==> config.mk <==
export PLATFORM = sky130hd
export DESIGN_NAME = wide_adder_seq
export DESIGN_NICKNAME = d
export VERILOG_FILES = /design/src/rtl/wide_adder_seq.sv
export SDC_FILE = /design/constraint.sdc
export NUM_CORES = 1
export LEC_CHECK = 0
export CORE_MARGIN = 2
export CORE_UTILIZATION = 54
export CTS_CLUSTER_SIZE = 24
export DETAILED_ROUTE_END_ITERATION = 8
export PLACE_DENSITY = 0.82
export SYNTH_ARGS = -nofsm -noshare
export SYNTH_HDL_FRONTEND = slang
export SYNTH_SLANG_ARGS = --single-unit
export TNS_END_PERCENT = 5
==> constraint.sdc <==
create_clock -name clk -period 11.9 [get_ports clk]
set_clock_uncertainty 0.05 [all_clocks]
set_input_delay 1.785 -clock clk [delete_from_list [all_inputs] [get_ports clk]]
set_output_delay 1.785 -clock clk [all_outputs]
set_load 0.01 [all_outputs]
==> src/rtl/wide_adder_seq.sv <==
// wide_adder_seq: WIDTH-bit adder built by stepping one SEG-bit ripple-carry stage across the operand, LSB segment first.
module rca_seg #(
  parameter int SEG = 16
) (
  input  logic [SEG-1:0] a,
  input  logic [SEG-1:0] b,
  input  logic           cin,
  output logic [SEG-1:0] s,
  output logic           cout
);
  logic [SEG:0] c;
  assign c[0] = cin;
  for (genvar i = 0; i < SEG; i++) begin : g_bit
    assign s[i]   = a[i] ^ b[i] ^ c[i];
    assign c[i+1] = (a[i] & b[i]) | (c[i] & (a[i] ^ b[i]));
  end
  assign cout = c[SEG];
endmodule

module wide_adder_seq #(
  parameter int WIDTH = 128,
  parameter int SEG   = 16
) (
  input  logic             clk,
  input  logic             rst_n,
  input  logic             in_valid,
  output logic             in_ready,
  input  logic [WIDTH-1:0] op_a,
  input  logic [WIDTH-1:0] op_b,
  input  logic             cin,
  output logic             out_valid,
  input  logic             out_ready,
  output logic [WIDTH-1:0] sum,
  output logic             cout,
  output logic             busy
);
  localparam int NSEG = WIDTH / SEG;
  localparam int KW = NSEG > 1 ? $clog2(NSEG) : 1;
  localparam int IW = WIDTH > 1 ? $clog2(WIDTH) : 1;
  localparam logic [KW-1:0] KLAST = KW'(NSEG - 1);
  typedef enum logic [1:0] {IDLE, RUN, DONE} state_t;
  state_t state;
  logic [KW-1:0] k;
  logic [IW-1:0] base;
  logic carry, co;
  logic [SEG-1:0] s;
  logic [WIDTH-1:0] a_r, b_r, work, work_nxt;
  assign base = IW'(k * SEG);
  rca_seg #(.SEG(SEG)) u_rca (
    .a(a_r[base +: SEG]),
    .b(b_r[base +: SEG]),
    .cin(carry),
    .s(s),
    .cout(co)
  );
  // The final segment is folded in here so sum is complete on the RUN->DONE edge.
  always_comb begin
    work_nxt = work;
    work_nxt[base +: SEG] = s;
  end
  assign in_ready = state == IDLE;
  assign busy = !in_ready;
  always_ff @(posedge clk or negedge rst_n) begin
    if (!rst_n) begin
      state <= IDLE;
      k <= '0;
      carry <= 1'b0;
      a_r <= '0;
      b_r <= '0;
      work <= '0;
      sum <= '0;
      cout <= 1'b0;
      out_valid <= 1'b0;
    end else begin
      case (state)
        IDLE: if (in_valid) begin
          a_r <= op_a;
          b_r <= op_b;
          carry <= cin;
          k <= '0;
          state <= RUN;
        end
        RUN: begin
          work <= work_nxt;
          carry <= co;
          k <= k + 1'b1;
          if (k == KLAST) begin
            sum <= work_nxt;
            cout <= co;
            out_valid <= 1'b1;
            state <= DONE;
          end
        end
        DONE: if (out_ready) begin
          out_valid <= 1'b0;
          state <= IDLE;
        end
        default: state <= IDLE;
      endcase
    end
  end
endmodule

==> Word-level counts from Yosys, hierarchy flattened <==
Index checks and enable logic that the tools add are counted.
{ "totals": {"regBits": 520, "inputBits": 261, "output_inout_bits": 132, "word_cells": 122} }
{ "op_classes": {"addsub": 2, "n_eq_ne": 6, "shift": 4, "n_mux": 12, "bitwise": 80, "reduce_logical": 9} }
{ "ops": {"columns": ["op", "n"], "rows": [
  ["128-bit by 8-bit variable part select with 16-bit output", 2],
  ["128-bit bitwise mux", 1],
  ["16-bit by 9-bit variable shift with 128-bit output, first input constant", 1],
  ["16-bit by 9-bit variable part select with 128-bit output", 1],
  ["1-bit bitwise AND", 32],
  ["1-bit bitwise XOR", 32],
  ["1-bit bitwise OR", 16],
  ["7-bit negation with 9-bit output", 1],
  ["2-bit two-way mux", 3],
  ["2-bit != test, second input constant", 3],
  ["2-bit one-hot mux with 3 select lines", 1],
  ["3-bit one-hot mux with 2 select lines", 1],
  ["2-bit AND reduction", 3],
  ["3-bit AND reduction", 2],
  ["1-bit one-hot mux with 2 select lines", 2],
  ["2-bit nonzero test", 2],
  ["3-bit by 1-bit adder with 3-bit output, second input constant", 1],
  ["3-bit equality test, second input constant", 1],
  ["1-bit two-way mux", 3],
  ["3-bit two-way mux", 1],
  ["2-bit by 1-bit equality test with 1-bit output, second input constant", 1],
  ["2-bit equality test, second input constant", 1],
  ["2-bit logical NOT", 1],
  ["1-bit logical NOT", 1]
]} }

==> Logic depth before layout (Yosys ltp) <==
{ "depth": {"ltp_word": 35, "mapped_depth": 27, "depth_no_buf": 24} }

==> Modules after synthesis <==
A second synthesis with hierarchy kept.
{ "hier_totals": {"hier_cells": 1848, "area_unflattened_um2": 23510.0} }
{ "modules_own_cells": {"columns": ["module", "instances", "cells_each", "area_per_inst_um2", "seq_area_each_um2"], "rows": [
  ["wide_adder_seq", 1, 1822, 23152.2, 13012.5],
  ["rca_seg", 1, 26, 357.8, 0.0]
]} }

==> Worst setup path after synthesis <==
No wires, ideal clock.
{ "synth_path": {"path_type": "flip-flop to flip-flop", "start": "reg k[1]", "end": "reg work[95]", "setup_ns": 0.125, "arrival_ns": 9.069, "t_required_ns": 11.725, "slack_ns": 2.656, "path_stages_with_launch": 28, "path_buffers": 3, "period_less_slack_ns": 9.244, "cell_sequence": "dfrtp_1 -> buf_2 -> buf_1 -> buf_1 -> mux4_2 -> mux2i_1 -> fa_1 -> fa_1 -> fa_1 -> fa_1 -> fa_1 -> fa_1 -> fa_1 -> fa_1 -> fa_1 -> fa_1 -> fa_1 -> fa_1 -> fa_1 -> inv_1 -> fa_1 -> inv_1 -> fa_1 -> inv_1 -> fa_1 -> clkinv_1 -> nor2_1 -> mux2_2"} }
{ "synth_via": {"elab_chain_cells": 35} }
{ "synth_lines": {"columns": ["item", "line", "source"], "rows": [
  ["start: declaration", "43", "logic [KW-1:0] k;"],
  ["start signal: assignment", "86", "k <= k + 1'b1;"],
  ["128-bit by 8-bit variable part select with 16-bit output, on equally long branches", "50, 51", null],
  ["1-bit bitwise XOR", "14, 15", null],
  ["1-bit bitwise AND", "15", "assign c[i+1] = (a[i] & b[i]) | (c[i] & (a[i] ^ b[i]));"],
  ["1-bit bitwise OR", "15", null],
  ["1-bit bitwise AND", "15", null],
  ["1-bit bitwise OR", "15", null],
  ["1-bit bitwise AND", "15", null],
  ["1-bit bitwise OR", "15", null],
  ["(+19 left out)", null, null],
  ["1-bit bitwise OR", "15", null],
  ["1-bit bitwise AND", "15", null],
  ["1-bit bitwise OR", "15", null],
  ["1-bit bitwise AND", "15", null],
  ["1-bit bitwise OR", "15", null],
  ["1-bit bitwise XOR", "14", "assign s[i] = a[i] ^ b[i] ^ c[i];"],
  ["16-bit by 9-bit variable part select with 128-bit output", "59", "work_nxt[base +: SEG] = s;"],
  ["128-bit bitwise mux (*)", "59", null],
  ["end signal: assignment", "84", "work <= work_nxt;"],
  ["end: declaration", "47", "logic [WIDTH-1:0] a_r, b_r, work, work_nxt;"]
]} }
Every way passes the cells marked *; elsewhere a longest branch is shown, timed or not.
A chain may end at the register's enable or synchronous reset.

==> Worst setup path in the final report <==
{ "layout_path": {"start": "reg k[0]", "end": "reg work[47]"} }
Same word-level chain as after synthesis.

==> reports/metrics.yaml <==
power_and_ir_drop:
  total_power_w: 0.0101
  comb_power_share: 0.525
  power_switching_w: 0.00448
  power.density_nw_per_um2: 342
  sw_frac_of_total: 0.446
  power_frac_seq: 0.309
  p_clk_frac: 0.166
  peakVddDrop_v: 0.000681
  p_leak_nw: 12.5
  internal-power_w: 0.00557
global_route:
  antenna_found_initial: 14
  grt-ovfl-total: 0
  grtUsageTotal: 0.294
  grt_pass1_vias: 17000
  grt_max_degree: 178
  grt_pass1_wl_mm: 99.8
worst_setup_path:
  slowest_stage: "dfrtp_4"
  slowest_delay_ns: 0.91
  worstPathArrival_ns: 10.01
  rr_startpoint: "k[0]"
  cp-end-kind: "register"
  cp.required_ns: 12.33
  startpoint: "k[0]"
  crit_fanout: 37
  rrSetupSlack_ns: 2.32
  path_class: "reg -> reg"
  crit_end: "work[47]"
  worstRegToRegCells: 24
  crit_path_start_kind: "register"
  path_common_cell: "fa_1"
  crit_buf_inv: 5
  path_cells: "buf_4, mux4_2, mux2i_1, fa_1, fa_1, fa_1, fa_1, fa_1, fa_1, fa_1, fa_1, fa_1, fa_1, fa_1, fa_1, inv_1, fa_1, inv_1, fa_1, inv_1, fa_1, clkinv_1, nor2_1, mux2_2"
  crit_family: "adder cells"
  cp.depth: 24
  r2r-end: "work[47]"
clock_network:
  clockBufferDepth: 3
  cts_sinks: 520
  htree_levels: 2
  post-cts-setup-buffers: 0
  cts-root-buf: "clkbuf_16"
  cts_tree: "built"
  postCtsHoldBufs: 0
  post_cts_resized: 0
  numCtsBuffers: 52
  clk_pin_slew_worst_paths_ns: 0.07
  clkLatencyLatePin_ns: 0.60
yosys:
  synth_cell_types: 47
  netlist_area_um2: 23400
  syn-num-nets: 2042
  synth_edf_count: 0
  synth_async_sr_flop_share: 1.00
  syn_inst: 1758
  ys_warn_count: 0
  synthFlopType: "dfrtp_1"
  ys_seq_elements: 520
  seq_area_frac_synth: 0.556
  avgSynthCellArea_um2: 13.3
cells_and_area:
  final_cell_mix: "dfrtp_1 (518), clkdlybuf4s50_1 (391), mux2_2 (354)"
  area_growth_syn_to_layout_pct: 25.6
  final_nets: 2369
  drive_above_1_share: 0.265
  fillers: 2970
  layout_commonest_cell: "dfrtp_1"
  instances_no_fill: 2715
sta:
  finalCriticalPeriod_ns: 9.58
  slew-limit-headroom: 0.274
  rsz0062_at_grt: "no"
  final_hold_viol_count: 0
  fmax_mhz: 104
  setup_viol: 0
  holdWs_ns: 0.441
  setup_ws_ns: 2.32
  fin_crit_sh: 0.805
  slew_viol_final: 0
  worst_pin_slew_ns: 1.09
  final.setup.tns_ns: 0
drt:
  via_per_inst: 5.91
  wl_met2_mm: 32.1
  drt_iter0_drc: 1477
  wl_mm: 65.2
  route.met3.wl_mm: 5.22
  top_layer: "met5"
  drc: 0
  drt_pre_antenna_iters: 5
  vias: 16100
  postRouteAntennaNets: 0
  wl_met1_mm: 25.5
  wl_per_cell_um: 24.0
floorplanning:
  io_pins: 393
  die_area_um2: 45000
  start_util: 0.546
  std_cell_rows: 76
  core-area_um2: 42900
  die_h_um: 212
  die_width_um: 212
placed_design:
  port_buffers: 392
  hpwl_mm: 45.5
  dp.cells: 2616
  pre_cts_ws_ns: 2.27
  gp_congestion: 0.876
flow_run:
  drv_cap: 0
hold_path:
  min_path_type: "reg -> reg"
status:
  status: "completed"
-- logic make-up (layout without fill, tap and decap cells) --
family / count (synthesis) / after routing / synth area share
mux: 477 / 477 / 0.257
compound gates: 189 / 189 / 0.0634
flops: 520 / 520 / 0.556
simple gates: 330 / 330 / 0.0664
fa+ha+maj: 23 / 23 / 0.0174
buf+inv: 219 / 584 / 0.0398
other cells: 0 / 7 / 0
-- metrics by stage --
step           instance area (µm²)   util
2_1_floorplan                23400      -
3_5_place_dp                 27700  0.645
6_report                     29400  0.686
3_3_place_gp                 27700  0.645
5_1_grt                      29400  0.686
4_1_cts                      29400  0.685
-- Yosys cell counts (4+ instances only) --
cell type | instances | area [µm²]
a21oi_1 | 4 | 20.0
a31oi_1 | 35 | 219
buf_1 | 10 | 37.5
buf_2 | 42 | 210
buf_4 | 5 | 37.5
buf_6 | 5 | 56.3
clkbuf_1 | 82 | 308
dfrtp_1 | 520 | 13000
fa_1 | 16 | 320
ha_1 | 7 | 87.6
inv_1 | 73 | 274
mux2_2 | 354 | 3990
mux2i_1 | 57 | 571
mux4_2 | 64 | 1440
nand2_1 | 121 | 454
nand2b_1 | 7 | 43.8
nand3_1 | 45 | 225
nor2_1 | 89 | 334
nor3_2 | 4 | 40.0
o211ai_1 | 50 | 375
o211ai_2 | 20 | 250
o21ai_0 | 23 | 115
o221ai_1 | 34 | 298
o31ai_1 | 16 | 120
or3_1 | 24 | 150
or4_1 | 16 | 120
-- worst reg2reg max path, stage by stage (launching register included) --
cell and delay, ns:
dfrtp_4 0.91, buf_4 0.58, mux4_2 0.35, mux2i_1 0.10
fa_1 0.43, fa_1 0.46, fa_1 0.47, fa_1 0.46
fa_1 0.47, fa_1 0.49, fa_1 0.47, fa_1 0.47
fa_1 0.48, fa_1 0.47, fa_1 0.46, fa_1 0.43
inv_1 0.09, fa_1 0.17, inv_1 0.06, fa_1 0.40
inv_1 0.08, fa_1 0.45, clkinv_1 0.25, nor2_1 0.11
mux2_2 0.29
-- layer usage --
layer | vias to the layer above | track usage
li1 | 6977 | -
met1 | 8230 | 0.381
met2 | 701 | 0.489
met3 | 134 | 0.0700
met4 | 16 | 0.104
met5 | - | 0
-- registers in the layout (all words and copies together), names as in the netlist --
| register | flops |
|---|---|
| b_r | 128 |
| work | 128 |
| state | 2 |
| out_valid | 1 |
| sum | 128 |
| k | 3 |
| a_r | 128 |
| cout | 1 |
| carry | 1 |
-- cell type report --
type | instances | area (µm²) | share of cell area
antenna | 7 | 17.5 | 0.000596
clock buffer | 85 | 1610 | 0.0546
clock inverter | 7 | 121 | 0.00413
inverter | 75 | 282 | 0.00957
multi-input combinational | 1019 | 9490 | 0.323
sequential | 520 | 13000 | 0.443
tap | 585 | 732 | 0.0249
timing repair buffer | 417 | 4140 | 0.141
-- worst min-delay path by stage --
stage | from | end | slack, ns | depth (start not counted)
2_1_floorplan | work[77] | work[77] | 0.41 | 1
3_3_place_gp | cout | cout | 0.42 | 2
3_5_place_dp | sum[115] | sum[115] | 0.43 | 2
4_1_cts | cout | cout | 0.44 | 2
5_1_grt | sum[98] | sum[98] | 0.46 | 2
6_report | sum[105] | sum[105] | 0.44 | 2
-- power groups by stage --
| stage | Clock, W | Sequential (W) | Combinational (W) |
|---|---|---|---|
| finish | 0.00166 | 0.00311 | 0.00528 |
| floorplan | 0 | 0.00293 | 0.00320 |
| CTS | 0.00168 | 0.00311 | 0.00526 |
| global placement | 0 | 0.00308 | 0.00510 |
| global route | 0.00175 | 0.00320 | 0.00558 |
| detailed placement | 0 | 0.00313 | 0.00524 |
(Power assumes the default switching activity.)
